==> src/rtl/regfile_dump.sv <==
// regfile_dump: read-side initiator for the processor register file.
// On a start pulse it reads registers 0..NUM_REGS-1 in ascending order through
// one read port and streams the bytes over a valid/ready byte interface.
//
// Optional build macro: DUMP_CHECKSUM_EN -- appends one checksum beat (sum of
// all dumped bytes modulo 2**DATA_W) that carries dump_last instead of the
// final register beat.
//
// Parameters: DATA_W byte width, ADDR_W address width,
//             NUM_REGS registers per dump (1 <= NUM_REGS <= 2**ADDR_W).
// Ports:
//   clk           rising-edge clock
//   reset_n       asynchronous active-low reset
//   start         dump request, sampled only in IDLE
//   busy          high from the cycle after start is accepted until done
//   rf_read_addr  register file read address
//   rf_read_data  combinational read data for rf_read_addr
//   dump_data     stream byte (registered)
//   dump_valid    stream byte valid
//   dump_ready    sink accepts byte
//   dump_last     final beat marker, qualified by dump_valid
//   done          one-cycle pulse after the final beat is accepted
module regfile_dump #(
    parameter int unsigned DATA_W   = 8,
    parameter int unsigned ADDR_W   = 2,
    parameter int unsigned NUM_REGS = 4
) (
    input  logic              clk,
    input  logic              reset_n,
    input  logic              start,
    output logic              busy,
    output logic [ADDR_W-1:0] rf_read_addr,
    input  logic [DATA_W-1:0] rf_read_data,
    output logic [DATA_W-1:0] dump_data,
    output logic              dump_valid,
    input  logic              dump_ready,
    output logic              dump_last,
    output logic              done
);

`ifdef DUMP_CHECKSUM_EN
    localparam int unsigned NUM_BEATS = NUM_REGS + 1;
`else
    localparam int unsigned NUM_BEATS = NUM_REGS;
`endif
    localparam int unsigned CNT_W = (NUM_BEATS > 1) ? $clog2(NUM_BEATS) : 1;
    localparam logic [CNT_W-1:0] LAST_BEAT = CNT_W'(NUM_BEATS - 1);
    localparam logic [CNT_W-1:0] LAST_REG  = CNT_W'(NUM_REGS - 1);

    typedef enum logic [1:0] {
        IDLE   = 2'd0,
        FETCH  = 2'd1,
        SEND   = 2'd2,
        FINISH = 2'd3
    } state_t;

    state_t              state, state_nxt;
    logic [CNT_W-1:0]    cnt, cnt_nxt;
    logic [ADDR_W-1:0]   addr_nxt;
    logic [DATA_W-1:0]   data_nxt;
    logic                valid_nxt, last_nxt, busy_nxt, done_nxt;
`ifdef DUMP_CHECKSUM_EN
    logic [DATA_W-1:0]   sum, sum_nxt;
`endif

    // State and registered outputs
    always_ff @(posedge clk or negedge reset_n) begin
        if (!reset_n) begin
            state        <= IDLE;
            cnt          <= '0;
            rf_read_addr <= '0;
            dump_data    <= '0;
            dump_valid   <= 1'b0;
            dump_last    <= 1'b0;
            busy         <= 1'b0;
            done         <= 1'b0;
        end else begin
            state        <= state_nxt;
            cnt          <= cnt_nxt;
            rf_read_addr <= addr_nxt;
            dump_data    <= data_nxt;
            dump_valid   <= valid_nxt;
            dump_last    <= last_nxt;
            busy         <= busy_nxt;
            done         <= done_nxt;
        end
    end

`ifdef DUMP_CHECKSUM_EN
    // Running byte sum for the checksum beat
    always_ff @(posedge clk or negedge reset_n) begin
        if (!reset_n) begin
            sum <= '0;
        end else begin
            sum <= sum_nxt;
        end
    end
`endif

    // Next-state and next-output logic
    always_comb begin
        state_nxt = state;
        cnt_nxt   = cnt;
        addr_nxt  = rf_read_addr;
        data_nxt  = dump_data;
        valid_nxt = dump_valid;
        last_nxt  = dump_last;
        busy_nxt  = busy;
        done_nxt  = 1'b0;
`ifdef DUMP_CHECKSUM_EN
        sum_nxt   = sum;
`endif
        unique case (state)
            IDLE: begin
                addr_nxt = '0;
                if (start) begin
                    state_nxt = FETCH;
                    busy_nxt  = 1'b1;
                    cnt_nxt   = '0;
`ifdef DUMP_CHECKSUM_EN
                    sum_nxt   = '0;
`endif
                end
            end
            FETCH: begin
                valid_nxt = 1'b1;
                state_nxt = SEND;
                last_nxt  = (cnt == LAST_BEAT);
`ifdef DUMP_CHECKSUM_EN
                // The beat after the last register carries the sum, not a read
                if (cnt == CNT_W'(NUM_REGS)) begin
                    data_nxt = sum;
                end else begin
                    data_nxt = rf_read_data;
                    sum_nxt  = sum + rf_read_data;
                end
`else
                data_nxt = rf_read_data;
`endif
            end
            SEND: begin
                if (dump_valid && dump_ready) begin
                    valid_nxt = 1'b0;
                    if (dump_last) begin
                        state_nxt = FINISH;
                        done_nxt  = 1'b1;
                    end else begin
                        state_nxt = FETCH;
                        cnt_nxt   = cnt + CNT_W'(1);
                        // Address holds at the last register during the checksum beat
                        if (cnt < LAST_REG) begin
                            addr_nxt = ADDR_W'(cnt + CNT_W'(1));
                        end
                    end
                end
            end
            FINISH: begin
                busy_nxt  = 1'b0;
                last_nxt  = 1'b0;
                addr_nxt  = '0;
                state_nxt = IDLE;
            end
            default: begin
                state_nxt = IDLE;
            end
        endcase
    end

endmodule

==> config.mk <==
export PLATFORM = sky130hd
export DESIGN_NAME = regfile_dump
export DESIGN_NICKNAME = d
export VERILOG_FILES = /design/src/rtl/regfile_dump.sv
export SDC_FILE = /design/constraint.sdc
export NUM_CORES = 1
export LEC_CHECK = 0
export ABC_AREA = 1
export CAP_MARGIN = 20
export CORE_UTILIZATION = 50
export CTS_BUF_LIST = sky130_fd_sc_hd__clkbuf_8
export DETAILED_ROUTE_END_ITERATION = 10
export GPL_TIMING_DRIVEN = 1
export PLACE_DENSITY = 0.92
export RECOVER_POWER = 50
export SYNTH_ARGS = -nofsm -noshare
export SYNTH_HDL_FRONTEND = slang
export SYNTH_SLANG_ARGS = --single-unit
export TNS_END_PERCENT = 1
==> constraint.sdc <==
create_clock -name clk -period 3.2 [get_ports clk]
set_input_delay 0.96 -clock clk [delete_from_list [all_inputs] [get_ports clk]]
set_output_delay 0.96 -clock clk [all_outputs]
set_load 0.01 [all_outputs]
==> metrics <==
NumNets Final=158; worst path cell trace=clkdlybuf4s50_1; Worst Setup Start Kind=flop; Inserted Clock Buffers=3; slowest stage delay, CP=0.57 ns; Routed WL=2170 um; Pleak=0.661 nW; number of synthesized register bits=18; # rows=14; Worst Min Path Start=dump_data[6]; Slew HR=47.8%; CP top delay family=buffers and inverters; remaining antenna violation count=0; Area Overhead vs Synth=35.0%; Initial Util=56.6%; Synth area leader=dfrtp_1; Setup Crit Path Kind=flop to primary output; Synth top area share=49.9%; Slew Limit Fails=0; Vias=~800; worst-path fanout max=4; Clock Path Buffers=2; hpwl dp=approximately 1400 um; WL/cell=13.3 um; Tot GR Track Use=a little over a quarter; Ant. Diodes=0; Clock Sink Count=18; sequential cell area fraction in the yosys report=49.9%; commonest non-fill, non-tap cell in the layout=nand2_1; WL met2=1100 um; global-route wire length before repair=about 3600 um; Die Wd=44.5 um; aggregate global routing overflow=0; Cells after Synth=111; postcts setup bufs=0; hold_buf cts=0; Die Height=44.5 um; CP required=2.24 ns; Synth Warn #=0; number of placed I/O pins=26; Final Setup Violations=0; Fin Setup TNS=0 ns; CTS tree=done; Post-Syn Area=between 900 and 1000 um2; final weighted congestion in routability-driven placement=0.902; PortBufs=25; dominant cells by area after synthesis=dfrtp_1 (50%), nand2_1 (20%), ha_1 (8.3%); largest net degree at the start of global routing=19; reg-to-reg startpoint=state[0]; met3 routed WL=130 um; critical path's slowest cell=clkdlybuf4s50_1; worst path bufs/invs=1; crit path time final=about 2.2 ns; cts repair resizes=0; H-tree depth=1; Setup crit start=dump_last; via/cell ratio=5.02; final hold vios=0; uppermost layer routed=met4; antenna violations before repair=0; Max-cap violations=0; Hold WC Path Type=flop to flop; Die Footprint=1980 um2; highest clock rate=449 MHz; M1 WL=850 um; Synth Net Count=~130; worst path arrival time=1.27 ns; Post-Route Skew=0.00126 ns; Pwr Density=roughly 960 nW/um2; Mean Syn Cell Area=8.13 um2; unique cell type count in the Yosys netlist=15; RSZ-0062 raised after global routing=no; Crit. End Element=primary output; core box area=1590 um2; Iter 0 DRT Violations=37; maximum vdd ir drop=between 400 and 500 uV; register clock-pin slew on the reported worst setup and hold paths=0.07 ns; # DRC=0; Clock Root Buffer=clkbuf_8; most frequent cells in the layout=nand2_1 (49), clkdlybuf4s50_1 (22), dfrtp_1 (18), inv_1 (12), nor2_1 (8); DRT Pass-1 Iters=4; status=completed; Final Cycle Share=between 60% and 70%; Clock Latency Late Sink=0.26 ns; vias in the first global route=roughly 820; Fin Hold WS=0.470 ns; share of cells above drive strength 1=~7.2%; Worst Tran Pin Value=0.780 ns
-- registers in the layout, summed over array words and instances, names as in the netlist --
name and cells:
dump_last 1, cnt 2, state 2, dump_data 8, done 1, busy 1
dump_valid 1, rf_read_addr 2
-- layout make-up --
class / instances / area (um2)
fill: 107 / 377
sequential: 18 / 450
multi-input combinational: 77 / 375
inverter: 15 / 56.3
clock buffer: 4 / 55.1
timing repair buffer: 25 / 250
tap: 24 / 30.0
-- logic make-up (layout without fill, tap and decap cells) --
kind of cell | count (synthesis) | count (layout) | synth area share (%)
adder cells (fa/ha/maj) | 6 | 6 | 8.32
AO/OA/AOI/OAI | 5 | 5 | 3.19
AND/OR/NAND/NOR | 66 | 66 | 31.8
flip-flops | 18 | 18 | 49.9
buffers and inverters | 16 | 44 | 6.80
-- where the power goes --
part           leakage, nW  switching [mW]  internal [mW]
registers            0.225          0.0647          0.321
logic                0.408           0.332          0.260
clock network       0.0288          0.0793          0.110
-- synthesized netlist by cell type --
cell type   n
nand2_1    49
dfrtp_1    18
inv_1      11
ha_1        6
nor2_1      6
inv_2       4
nand3_1     3
nand4_1     3
nor2_4      3
nand2_2     2
o21ai_1     2
buf_2       1
o21ai_0     1
o21bai_1    1
o22ai_1     1
-- through the flow --
step | std cells | cell area, um2 | total power [mW] | utilization, % | worst slack (ns)
detailed placement | 159 | 1180 | 0.974 | 73.9 | 1.18
finish | 163 | 1220 | 1.17 | 76.4 | 0.974
global placement | 159 | 1180 | 0.946 | 73.9 | 1.21
CTS | 163 | 1230 | 1.18 | 77.3 | 0.980
global route | 163 | 1220 | 1.25 | 76.4 | 0.960
floorplan | 111 | 902 | 0.735 | - | 1.77
-- worst paths after layout --
path                            slack, ns      endpoint  cells after the start
min in group asynchronous            1.22        cnt[1]                      1
worst min-delay path                 0.47  dump_data[6]                      2
worst max-delay path                 0.97     dump_last                      1
worst min register to register       0.47  dump_data[6]                      2
max in group asynchronous            1.49          done                      1
worst max register to register       1.55      state[1]                      8
-- metal layers --
metal / global-route usage (%) / vias up
met2: 43.8 / 46
met4: 19.4 / 0
met5: 0 / -
met1: 31.1 / 368
met3: 4.90 / 11
li1: - / 394
(Power assumes the default switching activity.)
